File: src/rtl/vth_read_detector.sv
// vth_read_detector: hard-decision read stage for the NVM channel model.
// Each valid distorted word carries a programmed-cell Vth (unsigned, [31:16])
// and an erased-cell Vth (signed, [15:0]), both Q5.11. Each cell is compared
// against the latched read reference, and raw bit errors are counted over a
// frame of FRAME_LEN words.
// Optional feature macro: VTH_STATS_EN. When it is defined, the stage tracks
// the per-frame minimum programmed Vth and maximum erased Vth. When it is not
// defined, both statistics ports read 0.
//
// Handshake: in_valid is a push-only strobe with no ready. The stage accepts
// a word on every cycle in_valid is high. det_valid is likewise a one-cycle
// strobe, and the consumer must take det_bits on the cycle it is asserted.
module vth_read_detector #(
  parameter int                 FRAME_LEN    = 1024,
  parameter int                 CNT_W        = 16,
  parameter logic signed [15:0] VREF_DEFAULT = 16'sd2048
) (
  input  logic             clk,
  input  logic             reset,
  input  logic             start,
  input  logic [15:0]      vref_i,
  input  logic             in_valid,
  input  logic [31:0]      in_data,
  output logic             det_valid,
  output logic [1:0]       det_bits,
  output logic [CNT_W-1:0] err_prog_cnt,
  output logic [CNT_W-1:0] err_erase_cnt,
  output logic             busy,
  output logic             frame_done,
  output logic [15:0]      prog_vth_min,
  output logic [15:0]      erase_vth_max,
  output logic [1:0]       dbgState
);

  typedef enum logic [1:0] {IDLE = 2'd0, RUN = 2'd1, DONE = 2'd2} state_t;

  localparam logic [CNT_W-1:0] LAST_IDX = CNT_W'(FRAME_LEN - 1);
  localparam logic [CNT_W-1:0] CNT_MAX  = '1;

  state_t            state;
  state_t            stateNext;
  logic [15:0]       vrefQ;
  logic [15:0]       vrefSel;
  logic [CNT_W-1:0]  wordCnt;
  logic [CNT_W-1:0]  errProg;
  logic [CNT_W-1:0]  errErase;
  logic              detValidQ;
  logic [1:0]        detBitsQ;
  logic signed [16:0] progV;
  logic signed [16:0] eraseV;
  logic signed [16:0] vrefX;
  logic              progBit;
  logic              eraseBit;
  logic              startEn;
  logic              countEn;

  // Programmed Vth is unsigned, so it is widened with a zero. The erased Vth
  // and the reference are widened with their sign bits. A 17-bit signed
  // compare then orders all three correctly.
  assign progV    = {1'b0, in_data[31:16]};
  assign eraseV   = {in_data[15], in_data[15:0]};
  assign vrefX    = {vrefQ[15], vrefQ};
  assign progBit  = (progV < vrefX);
  assign eraseBit = (eraseV < vrefX);

  assign vrefSel  = (vref_i == 16'd0) ? VREF_DEFAULT : vref_i;
  assign startEn  = (state == IDLE) && start;
  assign countEn  = (state == RUN) && in_valid;

  // Frame state register.
  always_ff @(posedge clk) begin
    if (reset) begin
      state <= IDLE;
    end else begin
      state <= stateNext;
    end
  end

  // Next-state decode: open on start, close after the last counted word.
  always_comb begin
    stateNext = state;
    case (state)
      IDLE:    if (start) stateNext = RUN;
      RUN:     if (in_valid && (wordCnt == LAST_IDX)) stateNext = DONE;
      DONE:    stateNext = IDLE;
      default: stateNext = IDLE;
    endcase
  end

  // Detection pipeline: one-cycle registered hard decisions on every valid word.
  always_ff @(posedge clk) begin
    if (reset) begin
      detValidQ <= 1'b0;
      detBitsQ  <= 2'b00;
    end else begin
      detValidQ <= in_valid;
      detBitsQ  <= {progBit, eraseBit};
    end
  end

  // Frame bookkeeping: latch the reference and clear on start, then count words and saturating errors.
  always_ff @(posedge clk) begin
    if (reset) begin
      vrefQ    <= VREF_DEFAULT;
      wordCnt  <= '0;
      errProg  <= '0;
      errErase <= '0;
    end else if (startEn) begin
      vrefQ    <= vrefSel;
      wordCnt  <= '0;
      errProg  <= '0;
      errErase <= '0;
    end else if (countEn) begin
      wordCnt <= wordCnt + CNT_W'(1);
      if (progBit && (errProg != CNT_MAX)) begin
        errProg <= errProg + CNT_W'(1);
      end
      if (!eraseBit && (errErase != CNT_MAX)) begin
        errErase <= errErase + CNT_W'(1);
      end
    end
  end

`ifdef VTH_STATS_EN
  logic [15:0] progMin;
  logic [15:0] eraseMax;

  // Per-frame extremes over counted words. They use the same timing as the error counters.
  always_ff @(posedge clk) begin
    if (reset) begin
      progMin  <= 16'h0000;
      eraseMax <= 16'h0000;
    end else if (startEn) begin
      progMin  <= 16'hFFFF;
      eraseMax <= 16'h8000;
    end else if (countEn) begin
      if (in_data[31:16] < progMin) begin
        progMin <= in_data[31:16];
      end
      if ($signed(in_data[15:0]) > $signed(eraseMax)) begin
        eraseMax <= in_data[15:0];
      end
    end
  end

  assign prog_vth_min  = progMin;
  assign erase_vth_max = eraseMax;
`else
  assign prog_vth_min  = 16'h0000;
  assign erase_vth_max = 16'h0000;
`endif

  assign det_valid     = detValidQ;
  assign det_bits      = detBitsQ;
  assign err_prog_cnt  = errProg;
  assign err_erase_cnt = errErase;
  assign busy          = (state == RUN);
  assign frame_done    = (state == DONE);
  assign dbgState      = state;

endmodule

File: config.mk
export PLATFORM = sky130hd
export DESIGN_NAME = vth_read_detector
export DESIGN_NICKNAME = d
export VERILOG_FILES = /design/src/rtl/vth_read_detector.sv
export SDC_FILE = /design/constraint.sdc
export NUM_CORES = 1
export LEC_CHECK = 0
export ABC_AREA = 0
export CORE_ASPECT_RATIO = 1.75
export CORE_MARGIN = 1
export CORE_UTILIZATION = 45
export DETAILED_ROUTE_END_ITERATION = 16
export PLACE_DENSITY = 0.78
export SYNTH_ARGS = -nofsm -noshare
export SYNTH_HDL_FRONTEND = slang
export SYNTH_SLANG_ARGS = --single-unit
File: constraint.sdc
create_clock -name clk -period 3.7 [get_ports clk]
set_input_delay 0.925 -clock clk [delete_from_list [all_inputs] [get_ports clk]]
set_output_delay 0.925 -clock clk [all_outputs]
set_load 0.03 [all_outputs]
==> Flow_metrics.wiki, run 1 <==
{| class="wikitable"
! Metric !! Value
|-
| Non-Filler Cell Area, Final || between 0.005 and 0.006 sq mm
|-
| Pin count of the biggest net entering global routing || 32
|-
| Detailed-route wire length per cell || 14.6 microns
|-
| Tot Pwr || ~1.9 mW
|-
| Min-Delay Startpoint || wordCnt[1]
|-
| Die Wd || 73.0 microns
|-
| Count of boundary I/O pins || 123
|-
| Setup_tns || 0 ns
|-
| FF+latch count, synth || 69
|-
| Worst Setup Start Kind || primary input
|-
| Die H || approximately 130 microns
|-
| Destination of the worst register-to-register timing path || err_erase_cnt[2]
|-
| Crit Reg-Reg Startpoint || vrefQ[14]
|-
| Count of buffers from port buffering || 90
|-
| Cell area after technology mapping || just under 0.004 sq mm
|-
| CTS buffer count || 9
|-
| TritonCTS clock tree || built
|-
| Path category of the worst min-delay check || reg2reg
|-
| Fin util || 0.603
|-
| Post-cts resize count || 0
|-
| Setup crit start || in_data[13]
|-
| Proportion of layout cells with a drive suffix above 1 || 0.0716
|-
| Total global-route track usage || 0.229
|-
| Max Slew Vio Count || 0
|-
| Crit. End Element || flip-flop
|-
| Post-synthesis instance total || around 470
|-
| Post-synthesis sequential area ratio || 0.348
|-
| Starting density of the core || 0.461
|-
| Remaining DRCs || 0
|-
| Count of buffering cells on the critical path with inverters included || 4
|-
| Root buf cell || clkbuf_16
|-
| Tcrit/Tclk final || 0.930
|-
| Crit path max-delay cell type || a311oi_1
|-
| Number of antenna diodes || 0
|-
| Maximum single-stage delay on the critical path || roughly 0.5 ns
|-
| Result of the run || complete, no violations
|-
| Clock-pin slew on the worst setup and hold paths || approximately 0.05 ns
|-
| Initial antenna violation count || 0
|-
| Global-route wire length before repair || ~16000 microns
|-
| Worst setup slack after placement || -0.0281 ns
|-
| Core region area || 0.00861 sq mm
|-
| Remaining global-route overflow || 0
|-
| Power per Cell Area || ~360 mW/mm^2
|-
| Static leakage || approximately 2.0 nW
|-
| Critical Path End || err_erase_cnt[2]
|-
| Clk Latency, worst-skew pair || roughly 0.34 ns
|-
| Total wirelength of the detailed-routed design || between 10000 and 15000 microns
|-
| Chain of cells forming the critical path || clkdlybuf4s50_1, ha_1, nand4_1, buf_4, nor2_1, a311oi_1, buf_4, a31oi_1, buf_4, nor3_4, a21oi_1, a31o_2
|-
| Maximum fanout encountered on the critical timing path || 12
|-
| Die Area || between 0.009 and 0.01 sq mm
|-
| Vias in the first global route || between 3000 and 4000
|-
| Number of synthesized flops with an enable pin || 0
|-
| Total number of H-tree levels || 3
|-
| DR iter-0 viols || about 200
|-
| Post-place instance area || 0.00491 sq mm
|-
| Crit path depth || 12
|-
| Hold Fails Final Rpt || 0
|-
| Number of detailed-route iterations in the first pass || 4
|-
| CP Data Arrival Time || between 3 and 4 ns
|-
| Pin slew with the least headroom to its limit || 0.681 ns
|-
| Share of flip-flops with an asynchronous set or reset || 0
|-
| Via count normalized by instance count || roughly 5.3
|-
| CTS Hold Buffers Added || 0
|-
| Post-detailed-route count of antenna-violating nets || 0
|-
| Unique masters post-synth || between 50 and 60
|-
| Layout area overhead || 30.7%
|-
| R2R setup slack || 0.91 ns
|-
| Number of cell rows || 45
|-
| Clock Skew || between 0.005 and 0.006 ns
|-
| Final setup violation count || 0
|-
| Number of buffers added for setup after CTS || 0
|-
| Max-cap violations || 0
|-
| Maximum clock frequency || slightly below 300 MHz
|-
| Path type of the worst setup path || in2reg
|-
| Total of warnings raised by yosys || 0
|-
| Tmin final || approximately 3.4 ns
|-
| RSZ-0062 raised after global routing || false
|-
| Cell occurring most often along the worst timing path || buf_4
|-
| Global placer's final weighted congestion || roughly 0.9
|-
| Clk buf depth || 2
|-
| Data required time of the critical path || between 3 and 4 ns
|-
| Worst slew margin || 0.544
|-
| Final Worst Setup Slack || around 0.26 ns
|-
| Final layout net count || 652
|-
| Worst ir drop on vdd || between 0.2 and 0.3 mV
|-
| Cell depth of the worst flop-to-flop path || 12
|-
| Most used flip-flop cell after synthesis || dfxtp_1
|-
| CTS Sinks || 69
|-
| Mean Syn Cell Area || around 8.4 sq um
|-
| HPWL reported at the end of detailed placement || slightly below 8000 microns
|-
| Via count || 3654
|-
| Gate family responsible for the most delay along the worst path || buffers and inverters
|}
==> worst min path at each step <==
stage	end	slack [ns]	cells past startpoint
after floorplan	wordCnt[1]	0.45	2
after global placement	wordCnt[1]	0.46	2
after detailed placement	wordCnt[1]	0.47	2
after CTS	wordCnt[1]	0.48	2
after global routing	vrefQ[15]	0.52	2
final	wordCnt[1]	0.48	2
==> cells in the mapped netlist (14+ instances only) <==
cell / count / area, sq um
a21oi_1: 17 / 85.1
buf_4: 33 / 248
nand4_1: 21 / 131
dfxtp_1: 69 / 1380
nor2_1: 48 / 180
inv_1: 23 / 86.3
nand2_1: 42 / 158
nor3_1: 14 / 70.1
nand3_1: 20 / 100
ha_1: 32 / 400
o21ai_0: 22 / 110
xnor2_1: 23 / 201
==> cell type report <==
class,count,area (sq um)
sequential,69,1380
fill,776,3420
clock buffer,12,256
multi-input combinational,364,2310
clock inverter,4,22.5
timing repair buffer,101,983
inverter,23,86.3
tap,117,146
==> stage by stage <==
stage | hold slack, ns | cells
6_report | 0.478 | 690
2_1_floorplan | 0.449 | 502
5_1_grt | 0.523 | 690
3_3_place_gp | 0.456 | 674
4_1_cts | 0.482 | 690
3_5_place_dp | 0.475 | 674
==> state kept, by name, indices dropped and copies added (netlist names) <==
name / flops
err_erase_cnt: 16
err_prog_cnt: 16
vrefQ: 16
wordCnt: 16
dbgState: 2
det_bits: 2
det_valid: 1
==> per-layer routing <==
layer,vias up,global-route usage,wire (microns)
li1,1790,-,-
met1,1704,0.211,3540
met2,131,0.438,5660
met3,29,0.0464,447
met4,0,0.141,456
met5,-,0,0
==> placed cells by master, fill, tap and decap left out, types with 3 or more instances in the layout <==
| master | count |
|---|---|
| clkdlybuf4s50_1 | 90 |
| dfxtp_1 | 69 |
| nor2_1 | 48 |
| nand2_1 | 42 |
| ha_1 | 32 |
| conb_1 | 32 |
| inv_1 | 23 |
| xnor2_1 | 23 |
| o21ai_0 | 22 |
| nand4_1 | 21 |
| nand3_1 | 20 |
| a21oi_1 | 17 |
| nor3_1 | 14 |
| and3_1 | 11 |
| buf_4 | 11 |
| xor2_1 | 10 |
| clkbuf_16 | 9 |
| or3_1 | 8 |
| nor4_1 | 6 |
| a31o_2 | 5 |
| and4_1 | 5 |
| and2_1 | 4 |
| nor2b_1 | 3 |
| nand2b_1 | 3 |
| a2111oi_0 | 3 |
| a21o_1 | 3 |
| mux2i_1 | 3 |
| clkinv_2 | 3 |
==> where the power goes <==
group | switching [mW] | internal [mW]
logic | 0.184 | 0.125
clock network | 0.316 | 0.486
registers | 0.00715 | 0.761
total | 0.507 | 1.37
==> logic make-up (layout without fill, tap and decap cells) <==
| logic type | Yosys count | count (layout) | share of synthesized area |
|---|---|---|---|
| AO/OA/AOI/OAI | 61 | 61 | 0.0945 |
| multiplexers | 3 | 3 | 0.00756 |
| other | 1 | 32 | 0.000944 |
| adder cells (fa/ha/maj) | 32 | 32 | 0.101 |
| AND/OR/NAND/NOR | 203 | 203 | 0.277 |
| buffers and inverters | 69 | 140 | 0.0986 |
| flip-flops | 69 | 69 | 0.348 |
| XOR/XNOR | 33 | 33 | 0.0728 |
==> worst min-delay path, delay by kind of cell, from the launching register on <==
kind               cells  cell delay (ns)
AOI/OAI and AO/OA      1             0.06
DFF                    1             0.32
and+or+nand+nor        1             0.05
Note: power is estimated with default switching activity, not from simulation.
==> run 2: changes to the inputs <==
- GPL_TIMING_DRIVEN: default -> 1
- SETUP_SLACK_MARGIN: default -> 0.02
- clock period: 3.7 -> 4.1 ns (I/O delays scaled with it)
==> run 2 against run 1 <==
  * Via count shrank 0.63%
  * Register-to-register slack better by 0.43 ns
  * Flip-flop and latch count did not move
  * Clock-buffer cell count is 1 higher
==> Flow_metrics.wiki, run 2 (synthesis gave the netlist of run 1 again) <==
{| class="wikitable"
! Metric !! Value
|-
| Tcrit/Tclk final || 0.858
|-
| Remaining global-route overflow || 0
|-
| Filler instances || about 780
|-
| Clk buf depth || 2
|-
| Power per Cell Area || around 320 mW/mm^2
|-
| Final layout net count || roughly 650
|-
| Worst ir drop on vdd || ~0.25 mV
|-
| Maximum fanout encountered on the critical timing path || 12
|-
| Vias in the first global route || approximately 3600
|-
| Static leakage || between 1.5 and 2 nW
|-
| Total global-route track usage || 0.232
|-
| Path category of the worst min-delay check || reg2reg
|-
| Met3 usage in global routing || 0.0336
|-
| Clock-pin slew on the worst setup and hold paths || around 0.050 ns
|-
| Number of buffers added for setup after CTS || 0
|-
| Tmin final || about 3.5 ns
|-
| Post-route insts no fill || roughly 680
|-
| Tot Pwr || approximately 1.7 mW
|-
| Pin count of the biggest net entering global routing || 31
|-
| Count of buffers from port buffering || 90
|-
| Cell count after placement || ~670
|-
| Worst slew margin || 0.465
|-
| Root buf cell || clkbuf_16
|-
| Path type of the worst setup path || in2reg
|-
| HPWL reported at the end of detailed placement || between 7000 and 8000 microns
|-
| Core region area || 0.00861 sq mm
|-
| Number of antenna diodes || 0
|-
| Met2 usage in global routing || 0.434
|-
| Layout area overhead || 29.4%
|-
| Max-cap violations || 0
|-
| TritonCTS clock tree || built
|-
| Maximum clock frequency || around 280 MHz
|-
| RSZ-0062 raised after global routing || false
|-
| DR iter-0 viols || 198
|-
| Via count normalized by instance count || ~5.3
|-
| Non-Filler Cell Area, Final || just over 0.005 sq mm
|-
| Commonest non-fill, non-tap cells in the layout || 90 x clkdlybuf4s50_1, 69 x dfxtp_1, 48 x nor2_1
|-
| Commonest non-fill, non-tap cell in the layout || clkdlybuf4s50_1
|-
| Count of boundary I/O pins || roughly 120
|-
| Post-detailed-route count of antenna-violating nets || 0
|-
| Clk Latency, worst-skew pair || 0.33 ns
|-
| Worst Setup Start Kind || primary input
|-
| R2R setup slack || approximately 1.3 ns
|-
| Proportion of layout cells with a drive suffix above 1 || 0.0565
|-
| CTS Sinks || 69
|-
| Remaining DRCs || 0
|-
| CTS buffer count || 9
|-
| Hold Fails Final Rpt || 0
|-
| Die H || around 130 microns
|-
| Total wirelength of the detailed-routed design || 10100 microns
|-
| Detailed-route wire length per cell || approximately 15 microns
|-
| Max Slew Vio Count || 0
|-
| Clock Skew || 0.00438 ns
|-
| Setup_tns || 0 ns
|-
| Post-cts resize count || 0
|-
| Cell depth of the worst flop-to-flop path || 9
|-
| Via count || 3631
|-
| Global placer's final weighted congestion || about 0.92
|-
| Global-route wire length before repair || 16200 microns
|-
| CTS Hold Buffers Added || 0
|-
| Worst hold path depth || 2
|-
| Die Wd || between 70 and 80 microns
|-
| Global-route track usage on met1 || 0.219
|-
| Number of detailed-route iterations in the first pass || 4
|-
| Total number of H-tree levels || 3
|-
| CP Data Arrival Time || around 3.7 ns
|-
| Layer carrying the most global-route usage || met2
|-
| Number of cell rows || 45
|-
| Result of the run || complete, no violations
|-
| Post-place instance area || ~0.0049 sq mm
|-
| Starting density of the core || 0.461
|-
| Final setup violation count || 0
|-
| Initial antenna violation count || 0
|-
| Die Area || around 0.0092 sq mm
|-
| Pin slew with the least headroom to its limit || 0.800 ns
|-
| Data required time of the critical path || roughly 4.3 ns
|-
| Crit. End Element || flip-flop
|}
-- run 2: final timing paths --
path | start | end
min reg2reg | wordCnt[1] | wordCnt[1]
max reg2reg | vrefQ[15] | err_erase_cnt[2]
max | in_data[15] | err_erase_cnt[2]
min | wordCnt[1] | wordCnt[1]
-- run 2: metrics by stage --
stage | hold WS [ns] | setup slack [ns] | util
after floorplan | 0.449 | 0.942 | -
after global placement | 0.455 | 0.304 | 0.566
after detailed placement | 0.466 | 0.254 | 0.566
after CTS | 0.473 | 0.578 | 0.597
after global routing | 0.488 | 0.457 | 0.597
final | 0.473 | 0.583 | 0.597
-- run 2: per-layer routing --
layer | share of wire | wire length (microns) | up-vias
li1 | - | - | 1779
met5 | 0 | 0 | -
met3 | 0.037 | 376 | 39
met4 | 0.050 | 506 | 0
met1 | 0.35 | 3540 | 1689
met2 | 0.56 | 5630 | 124
-- run 2: cell type report --
type / instances / area [sq um] / area share
clock buffers: 13 / 250 / 0.0487
clock inverters: 2 / 10.0 / 0.00195
inverters: 23 / 86.3 / 0.0168
multi-input cells: 364 / 2310 / 0.450
flip-flops and latches: 69 / 1380 / 0.269
well taps: 117 / 146 / 0.0285
repair buffers: 95 / 951 / 0.185
-- run 2: report_power, final --
group | total (mW) | switching [mW] | internal [mW]
Clock | 0.685 | 0.265 | 0.420
Sequential | 0.694 | 0.00676 | 0.687
Combinational | 0.273 | 0.164 | 0.110
-- run 2: critical path, cell delays in order --
cell	delay, ns
clkdlybuf4s50_1	0.41
ha_1	0.34
nand4_1	0.16
or2_0	0.28
or4_1	0.56
and4_4	0.28
nor3_4	0.34
a21oi_1	0.12
a31o_2	0.21
